--- config.mk ---
export PLATFORM = sky130hd
export DESIGN_NAME = prefix_sequencer
export DESIGN_NICKNAME = d
export VERILOG_FILES = /design/src/rtl/cpu24_pkg.sv /design/src/rtl/prefix_classify.sv /design/src/rtl/prefix_sequencer.sv
export SDC_FILE = /design/constraint.sdc
export NUM_CORES = 1
export LEC_CHECK = 0
export ABC_AREA = 1
export CAP_MARGIN = 5
export CORE_ASPECT_RATIO = 0.9
export CORE_MARGIN = 1
export CORE_UTILIZATION = 25
export DETAILED_ROUTE_END_ITERATION = 10
export GPL_ROUTABILITY_DRIVEN = 0
export SYNTH_ARGS = -nofsm -noshare
export SYNTH_HDL_FRONTEND = slang
export SYNTH_SLANG_ARGS = --single-unit
export TNS_END_PERCENT = 20
--- constraint.sdc ---
create_clock -name clk -period 1.45 [get_ports clk]
set_clock_uncertainty 0.15 [all_clocks]
set_input_delay 0.29 -clock clk [delete_from_list [all_inputs] [get_ports clk]]
set_output_delay 0.29 -clock clk [all_outputs]
set_load 0.02 [all_outputs]
--- src/rtl/cpu24_pkg.sv ---
// Shared definitions for the 65C2424 front end: prefix byte codes, the
// address/register width encodings, and the byte class enum used by the
// prefix classifier and the prefix sequencer.
package cpu24_pkg;

  // Legal width-prefix bytes
  localparam logic [7:0] PFX_A24 = 8'h1F;
  localparam logic [7:0] PFX_R16 = 8'h4F;
  localparam logic [7:0] PFX_R24 = 8'h8F;
  localparam logic [7:0] PFX_A_R = 8'h5F;
  localparam logic [7:0] PFX_B24 = 8'h9F;

  // Reserved prefix slots that must be flagged
  localparam logic [7:0] ILL_2F = 8'h2F;
  localparam logic [7:0] ILL_3F = 8'h3F;
  localparam logic [7:0] ILL_CF = 8'hCF;
  localparam logic [7:0] ILL_DF = 8'hDF;
  localparam logic [7:0] ILL_FF = 8'hFF;

  // Width encodings
  localparam logic       AW_16 = 1'b0;
  localparam logic       AW_24 = 1'b1;
  localparam logic [1:0] RW_8  = 2'b00;
  localparam logic [1:0] RW_16 = 2'b01;
  localparam logic [1:0] RW_24 = 2'b10;

  typedef enum logic [1:0] {
    OPCODE  = 2'd0,
    PREFIX  = 2'd1,
    ILLEGAL = 2'd2
  } pfx_class_t;

endpackage

--- src/rtl/prefix_classify.sv ---
// Combinational byte classifier. Maps a fetched byte to opcode, legal
// prefix or illegal prefix, and for legal prefixes gives the widths the
// prefix selects. Also used by the disassembler trace path.
//   byte_in : fetched byte
//   cls     : byte class
//   aw      : address width selected by a legal prefix (AW_16 otherwise)
//   rw      : register width selected by a legal prefix (RW_8 otherwise)
import cpu24_pkg::*;

module prefix_classify (
  input  logic [7:0] byte_in,
  output pfx_class_t cls,
  output logic       aw,
  output logic [1:0] rw
);

  always_comb begin
    cls = OPCODE;
    aw  = AW_16;
    rw  = RW_8;
    case (byte_in)
      PFX_A24: begin cls = PREFIX; aw = AW_24; rw = RW_8;  end
      PFX_R16: begin cls = PREFIX; aw = AW_16; rw = RW_16; end
      PFX_R24: begin cls = PREFIX; aw = AW_16; rw = RW_24; end
      PFX_A_R: begin cls = PREFIX; aw = AW_24; rw = RW_16; end
      PFX_B24: begin cls = PREFIX; aw = AW_24; rw = RW_24; end
      ILL_2F, ILL_3F, ILL_CF, ILL_DF, ILL_FF: cls = ILLEGAL;
      default: cls = OPCODE;
    endcase
  end

endmodule

--- src/rtl/prefix_sequencer.sv ---
// Absorbs width-prefix bytes ahead of each opcode and presents the decoder
// with one tagged opcode per transfer through a one-entry output register.
//   clk, reset_n          : core clock, async active-low reset
//   flush                 : redirect; drops pending prefix and output entry
//   in_valid/in_byte      : fetch stream, accepted when in_valid && in_ready
//   in_ready              : sequencer can take a byte this cycle
//   out_valid/out_ready   : descriptor handshake to the decoder
//   out_op/out_aw/out_rw  : opcode and effective address/register widths
//   out_plen              : prefix bytes consumed ahead of the opcode
//   pfx_err               : one-cycle pulse for an illegal or stacked prefix
//
// state | meaning
// NOPFX | no prefix pending, widths are 16-bit address / 8-bit register
// PFX   | a legal prefix is pending in pend_aw / pend_rw
import cpu24_pkg::*;

module prefix_sequencer #(
  parameter int LEN_W = 3
) (
  input  logic             clk,
  input  logic             reset_n,
  input  logic             flush,
  input  logic             in_valid,
  input  logic [7:0]       in_byte,
  output logic             in_ready,
  output logic             out_valid,
  input  logic             out_ready,
  output logic [7:0]       out_op,
  output logic             out_aw,
  output logic [1:0]       out_rw,
  output logic [LEN_W-1:0] out_plen,
  output logic             pfx_err
);

  typedef enum logic {
    NOPFX = 1'b0,
    PFX   = 1'b1
  } state_t;

  state_t           state_q, state_d;
  logic             pend_aw_q, pend_aw_d;
  logic [1:0]       pend_rw_q, pend_rw_d;
  logic [LEN_W-1:0] plen_q, plen_d;
  logic             err_d;
  logic             load_op;

  pfx_class_t       cls;
  logic             cls_aw;
  logic [1:0]       cls_rw;
  logic             accept;
  logic             cur_aw;
  logic [1:0]       cur_rw;
  logic [LEN_W-1:0] plen_inc;

  prefix_classify u_classify (
    .byte_in (in_byte),
    .cls     (cls),
    .aw      (cls_aw),
    .rw      (cls_rw)
  );

  // A prefix byte obeys the same backpressure as an opcode so the stream
  // order seen by the decoder never changes.
  assign in_ready = !flush && (!out_valid || out_ready);
  assign accept   = in_valid && in_ready;

  assign cur_aw   = (state_q == PFX) ? pend_aw_q : AW_16;
  assign cur_rw   = (state_q == PFX) ? pend_rw_q : RW_8;
  assign plen_inc = (plen_q == {LEN_W{1'b1}}) ? plen_q : plen_q + LEN_W'(1);

  always_ff @(posedge clk or negedge reset_n) begin
    if (!reset_n) begin
      state_q   <= NOPFX;
      pend_aw_q <= AW_16;
      pend_rw_q <= RW_8;
      plen_q    <= '0;
      pfx_err   <= 1'b0;
    end else begin
      state_q   <= state_d;
      pend_aw_q <= pend_aw_d;
      pend_rw_q <= pend_rw_d;
      plen_q    <= plen_d;
      pfx_err   <= err_d;
    end
  end

  always_comb begin
    state_d   = state_q;
    pend_aw_d = pend_aw_q;
    pend_rw_d = pend_rw_q;
    plen_d    = plen_q;
    err_d     = 1'b0;
    load_op   = 1'b0;
    if (flush) begin
      state_d   = NOPFX;
      pend_aw_d = AW_16;
      pend_rw_d = RW_8;
      plen_d    = '0;
    end else if (accept) begin
      case (cls)
        PREFIX: begin
          // Stacking is flagged but the newest prefix still takes effect.
          err_d     = (state_q == PFX);
          state_d   = PFX;
          pend_aw_d = cls_aw;
          pend_rw_d = cls_rw;
          plen_d    = plen_inc;
        end
        ILLEGAL: begin
          err_d  = 1'b1;
          plen_d = plen_inc;
        end
        default: begin
          load_op   = 1'b1;
          state_d   = NOPFX;
          pend_aw_d = AW_16;
          pend_rw_d = RW_8;
          plen_d    = '0;
        end
      endcase
    end
  end

  // Output register: load wins over pop so a transfer and a new opcode can
  // share a cycle; a flush empties it even if it was handshaken that cycle.
  always_ff @(posedge clk or negedge reset_n) begin
    if (!reset_n) begin
      out_valid <= 1'b0;
      out_op    <= 8'h00;
      out_aw    <= AW_16;
      out_rw    <= RW_8;
      out_plen  <= '0;
    end else if (flush) begin
      out_valid <= 1'b0;
    end else if (load_op) begin
      out_valid <= 1'b1;
      out_op    <= in_byte;
      out_aw    <= cur_aw;
      out_rw    <= cur_rw;
      out_plen  <= plen_q;
    end else if (out_valid && out_ready) begin
      out_valid <= 1'b0;
    end
  end

endmodule
==> flow_metrics.py, run 1 <==
metrics = {
    "run_status": {
        "outcome": "finished with violations",
        "violations": "negative setup slack",
    },
    "global_routing": {
        "grt_antenna_before_repair": 0,
        "overflow": 0,
        "grt_usage_pct": 14.5,
        "grt_pass1_wl_mm": 5.42,
        "grt_start_max_net_pins": 24,
        "grt_pass1_vias": 1164,
    },
    "sta": {
        "setup_tns_ns": -0.840,
        "hold_viol_final": 0,
        "tightestPinTransition_ns": 0.262,
        "finalSetupViolCount": 19,
        "slew_headroom_pct": 82.5,
        "period_share_pct": 106,
        "max_freq_ghz": 0.651,
        "min_period_ns": 1.54,
        "holdWs_ns": 0.0875,
        "worst_slack_ns": -0.0862,
        "drv_slew": 0,
        "rsz0062_at_grt": "yes",
    },
    "route": {
        "wire_per_inst_um": 11.7,
        "drt_wl_total_mm": 3.24,
        "route.detailed.drc": 0,
        "via_per_inst": 4.32,
        "dr_total_vias": 1196,
        "antenna_left": 0,
        "first_pass_iters": 4,
        "drtIter0Drc": 38,
    },
    "logic_synthesis": {
        "syn_avg_cell_area_sq_um": 8.01,
        "syn-num-nets": 164,
        "synth_top_area_share_pct": 48.9,
        "ys_seq_area_share_pct": 48.9,
        "yosysTopAreaCell": "dfrtp_1",
        "ys_ff_latch": 23,
        "synth-warning-count": 0,
        "synth_area_leaders": "dfrtp_1 (49%), nand2_1 (18%), nand3_1 (9.8%), ha_1 (4.3%), nor2_1 (3.8%)",
        "synth_area_sq_um": 1180,
        "ys_types": 20,
        "postSynthCellCount": 147,
    },
    "critical_path": {
        "critPathRequiredTime_ns": 1.01,
        "r2r-end": "plen_q[0]",
        "rr_worst_depth": 6,
        "crit_path_top_delay_cell": "clkdlybuf4s50_1",
        "slowest_delay_ns": 0.45,
        "path_max_fanout": 2,
        "timing.rr.start": "plen_q[0]",
        "worstPathCellList": "clkdlybuf4s50_1 -> inv_1 -> a21oi_2 -> buf_4",
        "critical_path_arrival_ns": 1.10,
        "crit_path_end_kind": "primary output",
        "rrSetupSlack_ns": -0.01,
        "start_kind": "input pin",
        "path_class": "input pin to primary output",
    },
    "finish": {
        "nFillCells": 442,
        "regArea_sq_um": 576,
        "finalNetCount": 233,
        "diodes": 0,
        "layout-drive-gt1-share_pct": 44.2,
        "layout_commonest_cell": "nand2_1",
        "multi_input_area_sq_um": 734,
        "synthToLayoutAreaGrowth_pct": 81.9,
        "mostFrequentLayoutCells": "nand2_1 (49), buf_4 (35), dfrtp_1 (23)",
    },
    "clock_tree": {
        "cts-hold-fix-buffers": 0,
        "cts_buffers": 3,
        "cts-root-buf": "clkbuf_8",
        "clkTransAtPathRegs_ns": 0.09,
        "h-tree-depth": 1,
        "cts_buffer_depth": 2,
        "clkLatencyLatePin_ns": 0.26,
        "cts_tree": "built",
        "cts.sinks": 23,
    },
    "floorplan": {
        "start_util_pct": 26.2,
        "ios": 30,
        "core_area_sq_um": 4490,
        "die_h_um": 67.1,
        "dieArea_sq_um": 4990,
        "die_x_um": 74.3,
        "rows": 23,
    },
    "worst_hold_path": {
        "hold_start": "in_byte[0]",
        "min_path_cells": 3,
        "holdPathEnd": "out_op[0]",
        "holdCritPathClass": "input pin to register",
    },
    "power_and_ir_drop": {
        "p_per_area_nw_per_um2": 716,
        "total_power_w": 0.00153,
        "ir_drop_v": 0.000572,
        "switching_share_pct": 29.9,
        "p_comb_share_pct": 27.7,
        "power.internal_w": 0.00108,
        "pwr-share-seq_pct": 45.8,
        "p_leak_nw": 1.08,
        "pwr-share-clk_pct": 26.5,
        "switchingPower_w": 0.000459,
    },
    "run": {
        "cap_violations": 0,
    },
    "place": {
        "numPortBuffers": 29,
        "hpwl_mm": 2.10,
        "place_ws_ns": -0.933,
    },
}
[power by group through the flow]
stage / Clock [W] / Combinational [W] / Sequential, W
after floorplan: 0 / 0.000107 / 0.000766
after global placement: 0 / 0.000372 / 0.000715
after detailed placement: 0 / 0.000373 / 0.000715
after CTS: 0.000413 / 0.000405 / 0.000702
after global routing: 0.000454 / 0.000461 / 0.000709
final: 0.000407 / 0.000424 / 0.000703
[state kept, by name, indices dropped and copies added, names as in the netlist, 2 cells and up]
name       count
out_op         8
pend_rw_q      2
plen_q         3
out_rw         2
out_plen       3
[layer usage]
| layer | wire (um) | up-vias | global-route usage (%) |
|---|---|---|---|
| li1 | - | 612 | - |
| met1 | 1570 | 555 | 19.8 |
| met2 | 1490 | 25 | 23.3 |
| met3 | 148 | 4 | 2.42 |
| met4 | 36 | 0 | 4.48 |
| met5 | 0 | - | 0 |
[worst max path at each step]
stage / from / end / slack [ns] / depth (start not counted)
final: out_ready / in_ready / -0.09 / 4
after global routing: in_byte[7] / plen_q[1] / -0.14 / 13
after CTS: out_ready / in_ready / -0.08 / 4
after detailed placement: in_byte[1] / plen_q[2] / -0.93 / 14
after global placement: in_byte[2] / plen_q[2] / -0.91 / 14
after floorplan: in_byte[1] / out_op[0] / -0.22 / 12
[stage by stage]
stage	utilization [%]	instance area, sq um	cells
after CTS	46.3	2080	278
after global placement	39.5	1780	260
after global routing	47.7	2140	277
final	47.7	2140	277
after detailed placement	39.5	1780	260
after floorplan	-	1230	147
[worst max-delay path, delay by kind of cell]
family / cells / cell delay, ns
AOI/OAI and AO/OA: 1 / 0.14
buffers and inverters: 3 / 0.67
[cell usage after synthesis]
master and number:
inv_1 11, inv_2 1, nand3b_1 1, nand2_2 1, o21bai_1 1, nand2_1 56, o21ai_0 1, nand3_1 23
a21oi_1 2, nor2_1 12, nand3_2 1, nor2_4 1, dfrtp_1 23, a21oi_2 1, ha_1 4, nand3_4 1
nor3_1 2, buf_4 1, buf_6 2, nand4_1 2
[cells by family after synthesis]
logic type | after synthesis | share of synthesized area [%]
AOI/OAI and AO/OA | 5 | 2.66
adders and majority gates | 4 | 4.25
DFF | 23 | 48.9
and+or+nand+nor | 100 | 37.8
buffers and inverters | 15 | 6.38
[final cells by class]
type | instances | share of cell area [%]
Clock buffer | 3 | 1.93
Clock inverter | 1 | 0.234
Inverter | 12 | 3.27
Multi-Input combinational cell | 109 | 34.3
Sequential cell | 23 | 26.9
Tap cell | 62 | 3.62
Timing Repair Buffer | 67 | 29.8
[repair_timing]
action	CTS	global route
cloned	1	0
gates resized for setup	109	25
setup endpoints to repair	40	30
pin swaps	12	14
buffers inserted	13	3
No activity file was read; power rests on OpenSTA's default activity.
==> run 2: changes to the inputs <==
- CTS_CLUSTER_SIZE: unset -> 10
==> results of run 2 <==
The final DEF is identical to that of run 1; final timing and power are the same.
